## src/rtl/rv_iommu_apb_reg_demux.sv

```systemverilog
// APB slave that decodes accesses into one of NUM_TARGETS register-bus
// targets, with alignment checking, a target-stall timeout and a saturating
// count of error responses.
//
// Ports:
//   clk_i, rst_i          clock, synchronous active-high reset
//   psel_i .. pstrb_i     APB request (setup/access phases)
//   prdata_o, pready_o,
//   pslverr_o             APB response, valid for one cycle in RESP
//   reg_req_o[NUM_TARGETS] per-target register request (only sel is valid)
//   reg_rsp_i[NUM_TARGETS] per-target register response
//   err_cnt_o             saturating count of error responses

package rv_iommu_apb_reg_demux_pkg;

  localparam int unsigned REG_AW = 32;
  localparam int unsigned REG_DW = 32;

  typedef struct packed {
    logic [REG_AW-1:0]   addr;
    logic                write;
    logic [REG_DW-1:0]   wdata;
    logic [REG_DW/8-1:0] wstrb;
    logic                valid;
  } reg_req_32_t;

  typedef struct packed {
    logic [REG_DW-1:0] rdata;
    logic              error;
    logic              ready;
  } reg_rsp_32_t;

endpackage

module rv_iommu_apb_reg_demux #(
  parameter int unsigned ADDR_WIDTH     = 32,
  parameter int unsigned DATA_WIDTH     = 32,
  parameter int unsigned NUM_TARGETS    = 2,
  // Element [i] belongs to target i (element 0 is the rightmost literal).
  parameter logic [NUM_TARGETS-1:0][ADDR_WIDTH-1:0] TARGET_BASE = {32'h0000_1000, 32'h0000_0000},
  parameter logic [NUM_TARGETS-1:0][ADDR_WIDTH-1:0] TARGET_MASK = {32'hFFFF_F000, 32'hFFFF_F000},
  parameter int unsigned TIMEOUT_CYCLES = 256,
  parameter type reg_req_t = rv_iommu_apb_reg_demux_pkg::reg_req_32_t,
  parameter type reg_rsp_t = rv_iommu_apb_reg_demux_pkg::reg_rsp_32_t
) (
  input  logic                                  clk_i,
  input  logic                                  rst_i,
  input  logic                                  psel_i,
  input  logic                                  penable_i,
  input  logic                                  pwrite_i,
  input  logic [ADDR_WIDTH-1:0]                 paddr_i,
  input  logic [DATA_WIDTH-1:0]                 pwdata_i,
  input  logic [DATA_WIDTH/8-1:0]               pstrb_i,
  output logic [DATA_WIDTH-1:0]                 prdata_o,
  output logic                                  pready_o,
  output logic                                  pslverr_o,
  output reg_req_t [NUM_TARGETS-1:0]            reg_req_o,
  input  reg_rsp_t [NUM_TARGETS-1:0]            reg_rsp_i,
  output logic [15:0]                           err_cnt_o
);

  localparam int unsigned STRB_W = DATA_WIDTH / 8;
  localparam int unsigned OFF_W  = $clog2(STRB_W);
  localparam int unsigned SEL_W  = (NUM_TARGETS > 1) ? $clog2(NUM_TARGETS) : 1;
  localparam int unsigned TO_W   = (TIMEOUT_CYCLES > 1) ? $clog2(TIMEOUT_CYCLES + 1) : 1;

  typedef enum logic [1:0] {ST_IDLE, ST_REQ, ST_RESP} state_e;

  state_e                      state_q, state_d;
  reg_req_t [NUM_TARGETS-1:0]  req_q, req_d;
  logic [SEL_W-1:0]            sel_q, sel_d;
  logic [TO_W-1:0]             to_cnt_q, to_cnt_d;
  logic [DATA_WIDTH-1:0]       prdata_q, prdata_d;
  logic                        pready_q, pready_d;
  logic                        pslverr_q, pslverr_d;
  logic [15:0]                 err_cnt_q, err_cnt_d;

  logic                        hit;
  logic [SEL_W-1:0]            hit_idx;
  logic                        misaligned;
  reg_req_t                    new_req;
  logic                        done;
  logic                        done_err;
  logic [DATA_WIDTH-1:0]       done_rdata;
  logic                        err_evt;

  // Window decode; scanning downwards lets the lowest matching index win.
  always_comb begin
    hit     = 1'b0;
    hit_idx = '0;
    for (int i = NUM_TARGETS - 1; i >= 0; i--) begin
      if ((paddr_i & TARGET_MASK[i]) == TARGET_BASE[i]) begin
        hit     = 1'b1;
        hit_idx = SEL_W'(i);
      end
    end
  end

  assign misaligned = (paddr_i[OFF_W-1:0] != '0);

  // Next-state and registered-output logic.
  always_comb begin
    state_d    = state_q;
    req_d      = '0;
    sel_d      = sel_q;
    to_cnt_d   = to_cnt_q;
    prdata_d   = '0;
    pready_d   = 1'b0;
    pslverr_d  = 1'b0;
    err_cnt_d  = err_cnt_q;
    new_req    = '0;
    done       = 1'b0;
    done_err   = 1'b0;
    done_rdata = '0;
    err_evt    = 1'b0;

    unique case (state_q)
      ST_IDLE: begin
        if (psel_i && penable_i) begin
          to_cnt_d = '0;
          if (misaligned || !hit) begin
            state_d   = ST_RESP;
            pready_d  = 1'b1;
            pslverr_d = 1'b1;
            err_evt   = 1'b1;
          end else begin
            new_req.addr   = paddr_i & ~TARGET_MASK[hit_idx];
            new_req.write  = pwrite_i;
            new_req.wdata  = pwdata_i;
            new_req.wstrb  = pwrite_i ? pstrb_i : '0;
            new_req.valid  = 1'b1;
            req_d[hit_idx] = new_req;
            sel_d          = hit_idx;
            state_d        = ST_REQ;
          end
        end
      end

      ST_REQ: begin
        to_cnt_d = to_cnt_q + TO_W'(1);
        // Ready is checked before the timeout so a same-cycle ready wins.
        if (reg_rsp_i[sel_q].ready) begin
          done       = 1'b1;
          done_err   = reg_rsp_i[sel_q].error;
          done_rdata = req_q[sel_q].write ? '0 : reg_rsp_i[sel_q].rdata;
        end else if ((TIMEOUT_CYCLES != 0) && (to_cnt_d == TO_W'(TIMEOUT_CYCLES))) begin
          done     = 1'b1;
          done_err = 1'b1;
        end else begin
          req_d[sel_q] = req_q[sel_q];
        end

        if (done) begin
          err_evt = done_err;
          // A master that has already dropped psel gets no response phase.
          if (psel_i) begin
            state_d   = ST_RESP;
            pready_d  = 1'b1;
            pslverr_d = done_err;
            prdata_d  = done_rdata;
          end else begin
            state_d = ST_IDLE;
          end
        end
      end

      ST_RESP: state_d = ST_IDLE;

      default: state_d = ST_IDLE;
    endcase

    if (err_evt && (err_cnt_q != 16'hFFFF)) begin
      err_cnt_d = err_cnt_q + 16'd1;
    end
  end

  // State and output registers.
  always_ff @(posedge clk_i) begin
    if (rst_i) begin
      state_q   <= ST_IDLE;
      req_q     <= '0;
      sel_q     <= '0;
      to_cnt_q  <= '0;
      prdata_q  <= '0;
      pready_q  <= 1'b0;
      pslverr_q <= 1'b0;
      err_cnt_q <= '0;
    end else begin
      state_q   <= state_d;
      req_q     <= req_d;
      sel_q     <= sel_d;
      to_cnt_q  <= to_cnt_d;
      prdata_q  <= prdata_d;
      pready_q  <= pready_d;
      pslverr_q <= pslverr_d;
      err_cnt_q <= err_cnt_d;
    end
  end

  assign reg_req_o = req_q;
  assign prdata_o  = prdata_q;
  assign pready_o  = pready_q;
  assign pslverr_o = pslverr_q;
  assign err_cnt_o = err_cnt_q;

endmodule

```

## config.mk

```make
export PLATFORM = sky130hd
export DESIGN_NAME = rv_iommu_apb_reg_demux
export DESIGN_NICKNAME = d
export VERILOG_FILES = /design/src/rtl/rv_iommu_apb_reg_demux.sv
export SDC_FILE = /design/constraint.sdc
export NUM_CORES = 1
export LEC_CHECK = 0
export ABC_AREA = 1
export CORE_ASPECT_RATIO = 0.5
export CORE_MARGIN = 5
export CORE_UTILIZATION = 38
export CTS_CLUSTER_DIAMETER = 100
export DETAILED_ROUTE_END_ITERATION = 16
export GPL_ROUTABILITY_DRIVEN = 0
export GPL_TIMING_DRIVEN = 0
export MAX_ROUTING_LAYER = met4
export PLACE_DENSITY = 0.71
export SETUP_SLACK_MARGIN = 0.5
export SYNTH_ARGS = -nofsm -noshare
export SYNTH_HDL_FRONTEND = slang
export SYNTH_SLANG_ARGS = --single-unit
```

## constraint.sdc

```tcl
create_clock -name clk_i -period 2.5 [get_ports clk_i]
set_input_delay 0.25 -clock clk_i [delete_from_list [all_inputs] [get_ports clk_i]]
set_output_delay 0.25 -clock clk_i [all_outputs]
set_load 0.005 [all_outputs]
```

==> results of run 1 <==
==> Yosys cell counts, types with 2 or more instances <==
master / number
a21oi_1: 158
nor3_1: 3
buf_2: 16
dfxtp_1: 202
o21ai_0: 4
buf_4: 5
clkbuf_1: 34
or2_1: 3
inv_2: 4
nand4_1: 6
buf_6: 7
nor2_1: 85
nand3_1: 78
and3_1: 2
ha_1: 3
inv_1: 45
nand2_1: 326
nor2_2: 3
nor3b_1: 2
==> report_power, final <==
part | switching [uW] | internal [uW] | leakage [uW] | total (uW)
Clock | 1240 | 1780 | 0.000314 | 3020
Combinational | 152 | 237 | 0.00277 | 389
Sequential | 5.72 | 3220 | 0.00163 | 3220
Total | 1400 | 5240 | 0.00471 | 6640
==> stage by stage <==
step,hold WS (ns),util (%),instances,cell area [sq um],worst slack [ns]
global placement,0.428,57.4,1595,11200,0.0678
detailed placement,0.428,57.4,1595,11200,0.0283
CTS,0.301,61.1,1633,11900,0.504
global route,0.321,63.7,1645,12500,0.365
finish,0.316,63.7,1645,12500,0.501
floorplan,0.395,-,1000,7590,0.688
==> worst max-delay path by stage <==
stage,startpoint,endpoint,depth (start not counted)
after floorplan,to_cnt_q[0]$_SDFFE_PP0P_,err_cnt_o[2]$_SDFFE_PP0P_,15
after global placement,paddr_i[13],reg_req_o[102]$_SDFF_PP0_,10
after detailed placement,paddr_i[23],reg_req_o[97]$_SDFF_PP0_,9
after CTS,to_cnt_q[0]$_SDFFE_PP0P_,reg_req_o[97]$_SDFF_PP0_,13
after global routing,to_cnt_q[1]$_SDFFE_PP0P_,err_cnt_o[6]$_SDFFE_PP0P_,15
final,to_cnt_q[1]$_SDFFE_PP0P_,reg_req_o[87]$_SDFF_PP0_,14
==> per-layer routing <==
layer / routed length, um / part of all wire [%]
met1: 10900 / 40
met2: 14000 / 52
met3: 1510 / 5.6
met4: 665 / 2.4
met5: 0 / 0
==> layout make-up <==
type / count / share of cell area [%]
Clock buffer: 27 / 4.22
Buffer: 63 / 3.24
Inverter: 49 / 1.50
Multi-Input combinational cell: 686 / 26.9
Sequential cell: 202 / 32.6
Tap cell: 266 / 2.67
Timing Repair Buffer: 345 / 28.0
Clock inverter: 7 / 0.914
==> worst register-to-register path, delay by kind of cell, from the launching register on <==
family | cells | cell delay [ns]
DFF | 1 | 0.38
adders and majority gates | 1 | 0.18
AOI/OAI and AO/OA | 1 | 0.05
and+or+nand+nor | 10 | 0.94
buffers and inverters | 2 | 0.32
==> flip-flops by register name, summed over array words and instances, names as in the netlist <==
| register | cells |
|---|---|
| err_cnt_o | 16 |
| pready_o | 1 |
| sel_q | 1 |
| prdata_o | 32 |
| state_q | 2 |
| reg_req_o | 140 |
| to_cnt_q | 9 |
| pslverr_o | 1 |
==> kinds of logic after synthesis <==
logic type / count (synthesis) / share of synthesized area (%)
buffers and inverters: 112 / 6.74
and+or+nand+nor: 516 / 28.3
AOI/OAI and AO/OA: 165 / 11.0
DFF: 202 / 53.3
adders and majority gates: 3 / 0.494
xor gates and xnor gates: 2 / 0.231
==> repair_timing <==
item	CTS	global route
gates resized for setup	19	113
hold buffers	0	0
buffers inserted	4	7
hold endpoints to repair	0	0
setup endpoints to repair	159	183
gates cloned	0	5
pin swaps	1	14
==> key figures, run 1 <==
GRT
  • First-pass GRT wire length: 40.0 mm
  • Largest net degree at the start of global routing: 16
  • Met2 global-route usage: 39.2%
  • GR Overflow Total: 0
  • Busiest layer in global routing: met2
  • Vias in the first global route: 7,618
  • M3 GR Usage: 4.13%
  • GRT Overall Usage: 22.0%
  • Antenna violations before repair: 0
  • Met1 Usage GRT: 26.0%

Layout
  • Commonest non-fill, non-tap cell in the layout: clkdlybuf4s50_1
  • Multi-input gate area: 3350 sq um
  • Area growth, synth to finish: 64.0%
  • Antenna cells: 0
  • Most frequent cells in the layout: clkdlybuf4s50_1 (329), nand2_1 (293), dfxtp_1 (197), a21oi_1 (135), nor2_1 (83)
  • Filler instances: 1,670
  • Sequential Area: 4060 sq um
  • Share of layout cells above drive strength 1: 11.7%
  • Fin nets: 1,510

Setup path
  • CP peak stage delay: 0.38 ns
  • Crit path top cell by count: nand2_1
  • CP top delay family: simple AND/OR/NAND/NOR gates
  • Reg2reg path depth: 14
  • CP Capture Type: flip-flop
  • Maximum fanout along the worst path: 8
  • CP Cell Sequence: ha_4 -> nand2_4 -> nor2_4 -> nand2_1 -> nand2_1 -> nand2_1 -> nor2_1 -> nand3_2 -> nand3_4 -> nor2_4 -> buf_12 -> clkbuf_16 -> nand2_2 -> a21oi_2
  • Critical R2R Capture: reg_req_o[87]$_SDFF_PP0_
  • FF-to-FF setup slack: 0.50 ns
  • Arr. time, crit path: 2.36 ns
  • WP data required: 2.86 ns
  • CP max-delay cell: dfxtp_4
  • Critical path class: flip-flop to flip-flop
  • FF-to-FF Start: to_cnt_q[1]$_SDFFE_PP0P_
  • Critical path launch point type: flip-flop
  • Buffers & Inverters on Critical Path: 2

Floorplanning
  • Die Y: 110 um
  • Core Region: 19,500 sq um
  • Die width: 210 um
  • Initial core utilization: 38.8%
  • Die area: 23,100 sq um
  • IO Count: 331
  • # rows: 36

Placement
  • Detailed placement HPWL: 19.9 mm
  • Port Buffers: 329

Run
  • Max-cap violations: 0

Clocking
  • Max clock buf depth: 3
  • Clk sinks: 202
  • Worst-Skew Late Latency: 0.50 ns
  • CTS root buffer: clkbuf_16
  • Clock slew at reported path FFs: 0.07 ns
  • Htree depth: 1
  • CTS tree: built
  • Inserted Clock Buffers: 19

Logic synthesis
  • Post-synth ARST share: 0%
  • Yosys cell types: 33
  • Primary FF master, synth: dfxtp_1
  • Syn_nets: 1,144
  • Syn avg cell area: 7.59 sq um
  • Post-Syn Instances: 1,000
  • Ys Warns: 0
  • FF+latch count, synth: 202
  • Post-synthesis sequential area ratio: 53.3%
  • Synth top area share: 53.3%
  • Cell taking the most area after synthesis: dfxtp_1
  • Synth Cell Area: 7590 sq um
  • Post-synth EDFFs: 0
  • Top post-synthesis cells by area: dfxtp_1 (53%), nand2_1 (16%), a21oi_1 (10%), nand3_1 (5.1%), nor2_1 (4.2%)

Routing
  • DRT antenna net count: 0
  • 1st-iter DRT viols: 419
  • Drt first pass iters: 5
  • Via/cell ratio: 4.84
  • WL per Instance: 16.5 um
  • Residual DRC count: 0
  • Post-Route WL: 27.1 mm
  • Via Count: 7,958

Timing
  • Tmin final: 2.00 ns
  • Slew Limit Fails: 0
  • Setup TNS: 0 ns
  • RSZ-0062 raised after global routing: true
  • Max frequency: 500 MHz
  • Worst Tran Pin Value: 0.729 ns
  • Relative slew slack: 51.4%
  • Clock skew: 0.0235 ns
  • Final hold vios: 0
  • Final setup viols: 0
  • Period utilization: 79.9%

Power and ir drop
  • Pleak: 0.00471 uW
  • Maximum vdd drop: 0.304 mV
  • Pwr Total: 6640 uW
  • Pwr/cell area: 533 nW/um^2

Hold path
  • Hold path start: reg_rsp_i[3]
  • Worst hold path class: primary input to flip-flop
  • Worst hold stages: 3
  • Hold Crit Endpoint: prdata_o[1]$_SDFF_PP0_

Run status
  • Outcome: complete, no violations
Power figures use the tool's default switching activity.
==> run 2, diff against run 1 <==
- clock period: 2.5 -> 2.1 ns (I/O delays scaled with it)
==> run 2 against run 1 <==
  * Non-clock buffer count grew 10
  * Worst hold slack lost 0.035 ns
  * Global-route usage decreased by 0.22 points
  * Final cell count grew 0.61%
  * Combinational power grew 21%
  * Via count is 2.1% higher
  * Critical path depth decreased by 1
  * Clock power up 15%
  * Register-to-register slack got worse by 0.34 ns
  * Worst setup slack got worse by 0.34 ns
  * Fmax is 2.9% higher
  * Critical endpoint is now reg_req_o[30]$_SDFF_PP0_
  * Largest cell class unchanged
  * Highest routed layer unchanged
==> key figures, run 2 (synthesis results as in run 1) <==
Routing
  • Via Count: 8,126 (+2.1%)
  • 1st-iter DRT viols: 397 (-5.3%)
  • Max Used Layer: met4
  • Via/cell ratio: 4.91 (+1.5%)
  • Routed wl met2: 13.8 mm (-1.4%)
  • Drt first pass iters: 5 (unchanged)
  • Met3 wire len: 1.39 mm (-7.6%)
  • Post-Route WL: 27.3 mm (+0.61%)
  • WL per Instance: 16.5 um (about the same)
  • Residual DRC count: 0 (unchanged)
  • DRT antenna net count: 0 (unchanged)
  • WL met1: 11.3 mm (+3.3%)

Timing
  • Final hold vios: 0 (unchanged)
  • Hold WS: 0.281 ns (-0.0355 ns)
  • Slew Limit Fails: 0 (unchanged)
  • Tmin final: 1.94 ns (-0.0565 ns)
  • Max frequency: 515 MHz (+2.9%)
  • Final setup viols: 0 (unchanged)
  • Relative slew slack: 50.7% (-0.71 points)
  • RSZ-0062 raised after global routing: true
  • Period utilization: 92.5% (+13 points)
  • Worst Tran Pin Value: 0.739 ns (+0.0106 ns)
  • Setup TNS: 0 ns (unchanged)
  • Clock skew: 0.0266 ns (+0.00312 ns)

Run
  • Max-cap violations: 0 (unchanged)

Power and ir drop
  • Pwr/cell area: 611 nW/um^2 (+15%)
  • Pleak: 0.00475 uW (+0.74%)
  • Maximum vdd drop: 0.410 mV (+35%)
  • Pwr Total: 7770 uW (+17%)

Layout
  • Sequential Area: 4090 sq um (+0.86%)
  • Antenna cells: 0 (unchanged)
  • Commonest non-fill, non-tap cell in the layout: clkdlybuf4s50_1
  • Max reg flops: 140 (unchanged)
  • Share of layout cells above drive strength 1: 15.0% (+3.4 points)
  • Multi-input gate area: 3370 sq um (+0.63%)
  • Most frequent cells in the layout: clkdlybuf4s50_1 (313), nand2_1 (304), dfxtp_1 (179), a21oi_1 (127), nor2_1 (81)
  • Filler instances: 1,657 (-0.78%)
  • Layout Cells excl Fill: 1,655 (+0.61%)
  • Fin nets: 1,520 (+0.66%)
  • Area growth, synth to finish: 67.3%
  • Utilization after layout: 65.0% (+1.3 points)

Clocking
  • Inserted Clock Buffers: 19 (unchanged)
  • Clk sinks: 202 (unchanged)
  • CTS root buffer: clkbuf_16
  • Clock slew at reported path FFs: 0.07 ns (about the same)
  • CTS tree: built
  • Max clock buf depth: 3 (unchanged)
  • Worst-Skew Late Latency: 0.50 ns (about the same)
  • Htree depth: 1 (unchanged)

Hold path
  • Hold path start: reg_rsp_i[8]
  • Worst hold path class: primary input to flip-flop

Setup path
  • CP Cell Sequence: ha_4 -> nand2_4 -> nor2_4 -> nand3_1 -> nand2_1 -> nor2_2 -> nand3_2 -> nand3_4 -> buf_12 -> inv_16 -> buf_8 -> nand3_1 -> a21oi_2
  • Arr. time, crit path: 2.37 ns (about the same)
  • CP max-delay cell: dfxtp_4
  • CP Capture Type: flip-flop
  • Stages on the worst setup path: 13 (-1)
  • FF-to-FF setup slack: 0.16 ns (-0.34 ns)
  • WP data required: 2.53 ns (-0.33 ns)
  • Reg2reg path depth: 13 (-1)
  • Crit path top cell by count: nand3_1
  • CP peak stage delay: 0.38 ns (about the same)
  • Crit. Startpoint: to_cnt_q[0]$_SDFFE_PP0P_
  • Worst setup path end: reg_req_o[30]$_SDFF_PP0_
  • Critical path launch point type: flip-flop
  • Critical path class: flip-flop to flip-flop
  • Buffers & Inverters on Critical Path: 3 (+1)
  • CP top delay family: simple AND/OR/NAND/NOR gates
  • Maximum fanout along the worst path: 11 (+3)
  • Critical R2R Capture: reg_req_o[30]$_SDFF_PP0_
  • FF-to-FF Start: to_cnt_q[0]$_SDFFE_PP0P_

GRT
  • Antenna violations before repair: 0 (unchanged)
  • Largest net degree at the start of global routing: 17 (+1)
  • Vias in the first global route: 7,590 (-0.37%)
  • First-pass GRT wire length: 39.9 mm (-0.48%)
  • GRT Overall Usage: 21.8% (-0.22 points)
  • GR Overflow Total: 0 (unchanged)

Placement
  • Detailed placement HPWL: 19.6 mm (-1.5%)
  • Port Buffers: 329 (unchanged)
  • Inst Count DP: 1,595 (unchanged)

Floorplanning
  • Die Y: 110 um (unchanged)
  • # rows: 36 (unchanged)
  • Die area: 23,100 sq um (unchanged)
  • Core Region: 19,500 sq um (unchanged)
  • IO Count: 331 (unchanged)
  • Initial core utilization: 38.8% (unchanged)
  • Die width: 210 um (unchanged)

Run status
  • Outcome: complete, no violations
[run 2: changes by cell type in the layout (fill, tap and decap cells not counted), moves of 11 or more]
cell	delta
clkdlybuf4s50_1	-16
dfxtp_1	-18
dfxtp_2	+13
dlygate4sd2_1	+16
nand2_1	+11
nand3_1	-14
nand3_2	+15
[run 2: worst min path at each step]
stage,endpoint,slack [ns],depth (start not counted)
2_1_floorplan,prdata_o[0]$_SDFF_PP0_,0.35,2
3_3_place_gp,reg_req_o[38]$_SDFF_PP0_,0.42,2
3_5_place_dp,reg_req_o[59]$_SDFF_PP0_,0.43,2
4_1_cts,prdata_o[20]$_SDFF_PP0_,0.27,3
5_1_grt,prdata_o[6]$_SDFF_PP0_,0.27,3
6_report,prdata_o[6]$_SDFF_PP0_,0.28,3
[run 2: worst reg2reg max path: cells and delay by family (launching register included)]
| kind | cells | cell delay (ns) |
|---|---|---|
| adders and majority gates | 1 | 0.16 |
| buffers and inverters | 3 | 0.42 |
| and+or+nand+nor | 8 | 0.75 |
| DFF | 1 | 0.38 |
| AOI/OAI and AO/OA | 1 | 0.15 |
[run 2: layout make-up]
| type | count | area share [%] |
|---|---|---|
| Buffer | 63 | 3.78 |
| Clock buffer | 23 | 4.17 |
| Clock inverter | 11 | 0.729 |
| Inverter | 49 | 1.65 |
| Multi-Input combinational cell | 686 | 26.6 |
| Sequential cell | 202 | 32.2 |
| Tap cell | 266 | 2.62 |
| Timing Repair Buffer | 355 | 28.3 |
[run 2: power by group]
part           switching [uW]  total [uW]  internal [uW]
clock                    1530        3470           1940
sequential               6.98        3830           3830
combinational             184         470            286
[run 2: what timing repair did]
| action | CTS | global route |
|---|---|---|
| resized for setup | 128 | 52 |
| endpoints found under the setup margin | 218 | 276 |
| hold buffers | 0 | 0 |
| buffers inserted | 13 | 2 |
| cloned | 7 | 4 |
| pin swaps | 8 | 6 |
[run 2: per-layer routing]
layer  global-route usage, %  vias to the layer above
met5                       -                        -
met4                    6.28                        0
met2                    38.5                      244
met3                    3.88                       60
li1                        -                     3965
met1                    26.0                     3857
[run 2: through the flow]
step                      worst slack (ns)  instance area [sq um]
after floorplan                      0.415                   7670
after global placement              -0.239                  11300
after detailed placement            -0.267                  11300
after CTS                            0.261                  12400
after global routing                0.0251                  12700
final                                0.158                  12700
